[config.mk]
export PLATFORM = sky130hd
export DESIGN_NAME = fabric_cfg_loader
export DESIGN_NICKNAME = d
export VERILOG_FILES = /design/src/rtl/fabric_cfg_pkg.sv /design/src/rtl/cfg_strobe_decode.sv /design/src/rtl/fabric_cfg_loader.sv
export SDC_FILE = /design/constraint.sdc
export NUM_CORES = 1
export LEC_CHECK = 0
export ABC_AREA = 1
export CAP_MARGIN = 40
export CORE_UTILIZATION = 25
export DETAILED_ROUTE_END_ITERATION = 10
export PLACE_DENSITY = 0.49
export SLEW_MARGIN = 0
export SYNTH_ARGS = -nofsm -noshare
export SYNTH_HDL_FRONTEND = slang
export SYNTH_SLANG_ARGS = --single-unit
[constraint.sdc]
create_clock -name clk -period 1.4 [get_ports clk]
set_input_delay 0.14 -clock clk [delete_from_list [all_inputs] [get_ports clk]]
set_output_delay 0.14 -clock clk [all_outputs]
set_load 0.03 [all_outputs]
[src/rtl/fabric_cfg_pkg.sv]
// Shared types and constants for the fabric configuration loader.
package fabric_cfg_pkg;

    localparam int BYTES_PER_BLOCK = 4;

    typedef enum logic [1:0] {IDLE, LOAD, CHECK, DONE} state_e;

    typedef enum logic [1:0] {
        FLD_X  = 2'd0,
        FLD_Y  = 2'd1,
        FLD_AB = 2'd2,
        FLD_CX = 2'd3
    } field_e;

    function automatic int blk_idx_w(input int n);
        return (n > 1) ? $clog2(n) : 1;
    endfunction

endpackage

[src/rtl/cfg_strobe_decode.sv]
// Registered decoder turning (fire, block, field) into one-cycle per-block write strobes.
module cfg_strobe_decode
    import fabric_cfg_pkg::*;
#(
    parameter int NUM_BLOCKS = 8,
    parameter int BW         = blk_idx_w(NUM_BLOCKS)
) (
    input  logic                  clk,
    input  logic                  rst_n,
    input  logic                  fire,
    input  logic [BW-1:0]         blk_idx,
    input  field_e                field,
    output logic [NUM_BLOCKS-1:0] set_x,
    output logic [NUM_BLOCKS-1:0] set_y,
    output logic [NUM_BLOCKS-1:0] set_ab,
    output logic [NUM_BLOCKS-1:0] set_cx
);

    logic [NUM_BLOCKS-1:0] blk_sel;
    logic [NUM_BLOCKS-1:0] set_x_d, set_y_d, set_ab_d, set_cx_d;
    logic [NUM_BLOCKS-1:0] set_x_q, set_y_q, set_ab_q, set_cx_q;

    always_comb begin
        blk_sel = '0;
        for (int i = 0; i < NUM_BLOCKS; i++) begin
            blk_sel[i] = (blk_idx == BW'(i));
        end
        set_x_d  = (fire && field == FLD_X)  ? blk_sel : '0;
        set_y_d  = (fire && field == FLD_Y)  ? blk_sel : '0;
        set_ab_d = (fire && field == FLD_AB) ? blk_sel : '0;
        set_cx_d = (fire && field == FLD_CX) ? blk_sel : '0;
    end

    always_ff @(posedge clk or negedge rst_n) begin
        if (!rst_n) begin
            set_x_q  <= '0;
            set_y_q  <= '0;
            set_ab_q <= '0;
            set_cx_q <= '0;
        end else begin
            set_x_q  <= set_x_d;
            set_y_q  <= set_y_d;
            set_ab_q <= set_ab_d;
            set_cx_q <= set_cx_d;
        end
    end

    assign set_x  = set_x_q;
    assign set_y  = set_y_q;
    assign set_ab = set_ab_q;
    assign set_cx = set_cx_q;

endmodule

[src/rtl/fabric_cfg_loader.sv]
// Streams config bytes into the LUT block array and validates the load with a trailing XOR checksum.
//   state | meaning
//   IDLE  | waiting for the first start
//   LOAD  | accepting payload bytes, one strobe per byte
//   CHECK | accepting the checksum byte
//   DONE  | load finished, err valid, waiting for start
module fabric_cfg_loader
    import fabric_cfg_pkg::*;
#(
    parameter int NUM_BLOCKS = 8
) (
    input  logic                  clk,
    input  logic                  rst_n,
    input  logic                  start,
    input  logic [7:0]            in_data,
    input  logic                  in_valid,
    output logic                  in_ready,
    output logic [7:0]            cfg_out,
    output logic [NUM_BLOCKS-1:0] set_x,
    output logic [NUM_BLOCKS-1:0] set_y,
    output logic [NUM_BLOCKS-1:0] set_ab,
    output logic [NUM_BLOCKS-1:0] set_cx,
    output logic                  busy,
    output logic                  done,
    output logic                  err
);

    localparam int              BW       = blk_idx_w(NUM_BLOCKS);
    localparam logic [BW-1:0]   LAST_BLK = BW'(NUM_BLOCKS - 1);
    localparam field_e          LAST_FLD = field_e'(2'(BYTES_PER_BLOCK - 1));

    state_e        state_q, state_d;
    field_e        fld_q, fld_d;
    logic [BW-1:0] blk_q, blk_d;
    logic [7:0]    xor_q, xor_d;
    logic [7:0]    cfg_q, cfg_d;
    logic          err_q, err_d;
    logic          accept, fire;

    // start takes priority over data, so ready drops during a restart cycle
    assign busy     = (state_q == LOAD) || (state_q == CHECK);
    assign in_ready = busy && !start;
    assign accept   = in_valid && in_ready;
    assign done     = (state_q == DONE);
    assign err      = err_q;
    assign cfg_out  = cfg_q;

    always_comb begin
        state_d = state_q;
        fld_d   = fld_q;
        blk_d   = blk_q;
        xor_d   = xor_q;
        cfg_d   = cfg_q;
        err_d   = err_q;
        fire    = 1'b0;
        if (start) begin
            state_d = LOAD;
            fld_d   = FLD_X;
            blk_d   = '0;
            xor_d   = '0;
            err_d   = 1'b0;
        end else begin
            case (state_q)
                LOAD: begin
                    if (accept) begin
                        fire  = 1'b1;
                        cfg_d = in_data;
                        xor_d = xor_q ^ in_data;
                        if (fld_q == LAST_FLD) begin
                            fld_d = FLD_X;
                            if (blk_q == LAST_BLK) state_d = CHECK;
                            else                   blk_d   = blk_q + BW'(1);
                        end else begin
                            fld_d = field_e'(fld_q + 2'd1);
                        end
                    end
                end
                CHECK: begin
                    if (accept) begin
                        cfg_d   = in_data;
                        err_d   = ((xor_q ^ in_data) != 8'h00);
                        state_d = DONE;
                    end
                end
                default: ;
            endcase
        end
    end

    always_ff @(posedge clk or negedge rst_n) begin
        if (!rst_n) begin
            state_q <= IDLE;
            fld_q   <= FLD_X;
            blk_q   <= '0;
            xor_q   <= '0;
            cfg_q   <= '0;
            err_q   <= 1'b0;
        end else begin
            state_q <= state_d;
            fld_q   <= fld_d;
            blk_q   <= blk_d;
            xor_q   <= xor_d;
            cfg_q   <= cfg_d;
            err_q   <= err_d;
        end
    end

    cfg_strobe_decode #(
        .NUM_BLOCKS (NUM_BLOCKS),
        .BW         (BW)
    ) u_strobe (
        .clk     (clk),
        .rst_n   (rst_n),
        .fire    (fire),
        .blk_idx (blk_q),
        .field   (fld_q),
        .set_x   (set_x),
        .set_y   (set_y),
        .set_ab  (set_ab),
        .set_cx  (set_cx)
    );

endmodule

==> reports/qor.yml <==
status: "complete, but fails checks"
violations: "DRC, setup timing"
setup_viol: 52
clk_pin_slew_ps: 100
antenna_found_initial: 0
die_h_um: 98.5
rows: 34
io_pins: 56
final_hold_viol_count: 0
crit_chain: "inv_2 > ha_4 > nor2_4 > buf_4 > buf_6"
syn-cell-area_mm2: 0.00233
fin_setup_tns_ps: -3370
first_global_vias: 1809
post-dp-hpwl_mm: 3.90
p_leak_nw: 1.86
seqPwrFrac_pct: 51.6
startpoint_type: "register"
drc: 7
gp_congestion: 0.736
drt_wl_total_mm: 5.23
skew_ps: 6.64
cp_num_buf_inv: 3
synth_most_common_cell: "nand2_1"
synth_ff_type: "dfrtp_1"
reg2reg_from: "state_q[0]"
synth-edff-count: 0
critPathRequiredTime_ps: 1260
async_flop_share_pct: 100
path_max_fanout: 2
numCtsBuffers: 5
ff2ff_path_depth: 10
clkPwrFrac_pct: 26.8
initialDrtViolationCount: 25
drv_cap: 0
netlist_instances: 236
max_slew.worst_pin.slew_ps: 401
max_slew_margin_pct: 73.3
clk_latency_ps: 310
fmax_ghz: 0.660
slowest_delay_ps: 400
grt_pass1_wl_mm: 8.58
synth_top_area_share_pct: 60.2
p_per_area_mw_per_mm2: 910
clockBufferDepth: 2
diodes: 0
drtAntennaViolNets: 0
hp-class: "primary input to async pin"
htree_num_levels: 2
yosysWarnings: 0
switching_share_pct: 30.7
viasPerCell: 4.11
gr-usage-all-layers_pct: 11.2
cell_internal_pwr_mw: 2.35
end_kind: "primary output"
irDropWorstVdd_mv: 0.477
postSynthAreaPerCell_um2: 9.87
worst_slack_ps: -115
setup.worst_path.class: "register to primary output"
r2r_slack_ps: -110
post_dp_cell_area_mm2: 0.00324
rsz0062_at_grt: "true"
yosys.area.top_type: "dfrtp_1"
syn_to_final_growth_pct: 59.8
synth_area_leaders: "dfrtp_1, nand2_1, ha_1, nor2_1, inv_1"
first_pass_iters: 9
via_count: 1779
p_comb_share_pct: 21.6
cp.arrival_ps: 1380
cts_root_buffer: "clkbuf_8"
maxSlewViolCount: 0
grt_max_degree: 24
syn_nets: 261
period_share_pct: 108
r2r-end: "fld_q[0]"
cts.sinks: 56
core_region_area_mm2: 0.00885
nNetsFinal: 349
fin_crit_ps: 1520
drive_gt1_share_pct: 31.7
seq_area_frac_synth_pct: 60.2
p_sw_mw: 1.04
synth_top_cells_by_count: "nand2_1, dfrtp_1, nor2_1, inv_1, ha_1"
portBuffers: 55
wl_per_cell_um: 12.1
crit_family: "flip-flops"
initial_utilization_pct: 26.3
cts_tree: "built"
yosysUniqueCellTypes: 21
gr-total-overflow: 0
dieArea_mm2: 0.00970
synth_seq_cells: 56
design_area_mm2: 0.00372
critPathSlowestCell: "dfrtp_1"
die_w_um: 98.5
## layout make-up
cell class / instances / area (µm²)
fill: 865 / 5130
tap: 108 / 135
inverter: 27 / 123
sequential: 56 / 1400
timing repair buffer: 83 / 816
clock buffer: 5 / 68.8
multi-input combinational: 151 / 1150
clock inverter: 3 / 22.5
## registers in the layout (all words and copies together) (netlist names), 2 cells and up
signal / count
fld_q: 2
cfg_out: 8
blk_q: 3
u_strobe.set_x: 8
xor_q: 8
u_strobe.set_cx: 8
u_strobe.set_y: 8
state_q: 2
u_strobe.set_ab: 8
## per-stage QoR
step | hold WS, ps | power (mW) | utilization (%) | worst slack (ps) | std cells
3_5_place_dp | 90.2 | 2.47 | 36.7 | -141 | 419
6_report | 270 | 3.39 | 42.0 | -115 | 433
2_1_floorplan | -156 | 2.14 | - | -187 | 236
3_3_place_gp | 92.6 | 2.47 | 36.7 | -102 | 419
5_1_grt | 298 | 3.56 | 42.0 | -174 | 433
4_1_cts | 275 | 3.38 | 39.6 | -112 | 430
## metal layers
metal  vias to the layer above  global-route usage [%]  share of wire, %
met2                        50                    19.4                51
met5                         -                       0                 0
met4                         0                    3.44              0.94
met3                         5                    2.84               6.0
met1                       835                    13.8                42
li1                        889                       -                 -
## timing repair
action / CTS / global route
gates cloned: 0 / 2
endpoints found under the setup margin: 94 / 59
endpoints found under the hold margin: 15 / 0
setup buffers: 2 / 1
pin swaps: 6 / 2
hold buffers: 1 / 0
gates resized for setup: 93 / 43
## worst max-delay path by stage
stage | slack [ps] | start | depth (start not counted) | to
3_3_place_gp | -100 | state_q[1] | 8 | err
4_1_cts | -110 | state_q[0] | 5 | in_ready
6_report | -120 | state_q[0] | 5 | in_ready
3_5_place_dp | -140 | state_q[1] | 8 | err
2_1_floorplan | -190 | state_q[0] | 10 | blk_q[0]
5_1_grt | -170 | state_q[0] | 10 | fld_q[1]
## cells in the final DEF (no fill, tap or decap), types with 6 or more instances in the layout
cell type | synthesis | layout
dfrtp_1 | 56 | 56
nor2_2 | 0 | 6
nor2_4 | 1 | 28
dlygate4sd2_1 | 0 | 41
clkdlybuf4s50_1 | 0 | 10
nor2_1 | 39 | 6
o21ai_2 | 6 | 6
inv_1 | 24 | 23
ha_1 | 13 | 8
buf_4 | 0 | 18
nand2_8 | 1 | 6
o21ai_1 | 2 | 6
nand2_1 | 64 | 59
## power by group through the flow
| stage | clock network, mW | registers [mW] | logic [mW] |
|---|---|---|---|
| after floorplan | 0 | 1.91 | 0.226 |
| after global placement | 0 | 1.78 | 0.685 |
| after detailed placement | 0 | 1.78 | 0.689 |
| after CTS | 0.941 | 1.75 | 0.691 |
| after global routing | 0.998 | 1.76 | 0.798 |
| final | 0.908 | 1.75 | 0.731 |
## cell families (layout without fill, tap and decap cells)
group / after synthesis / after routing / share of synthesized area (%)
AND/OR/NAND/NOR: 118 / 118 / 21.8
buffers and inverters: 29 / 118 / 5.21
XOR/XNOR: 3 / 3 / 1.13
adder cells (fa/ha/maj): 13 / 13 / 6.99
AO/OA/AOI/OAI: 17 / 17 / 4.73
flip-flops: 56 / 56 / 60.2
No activity file was read; power rests on OpenSTA's default activity.
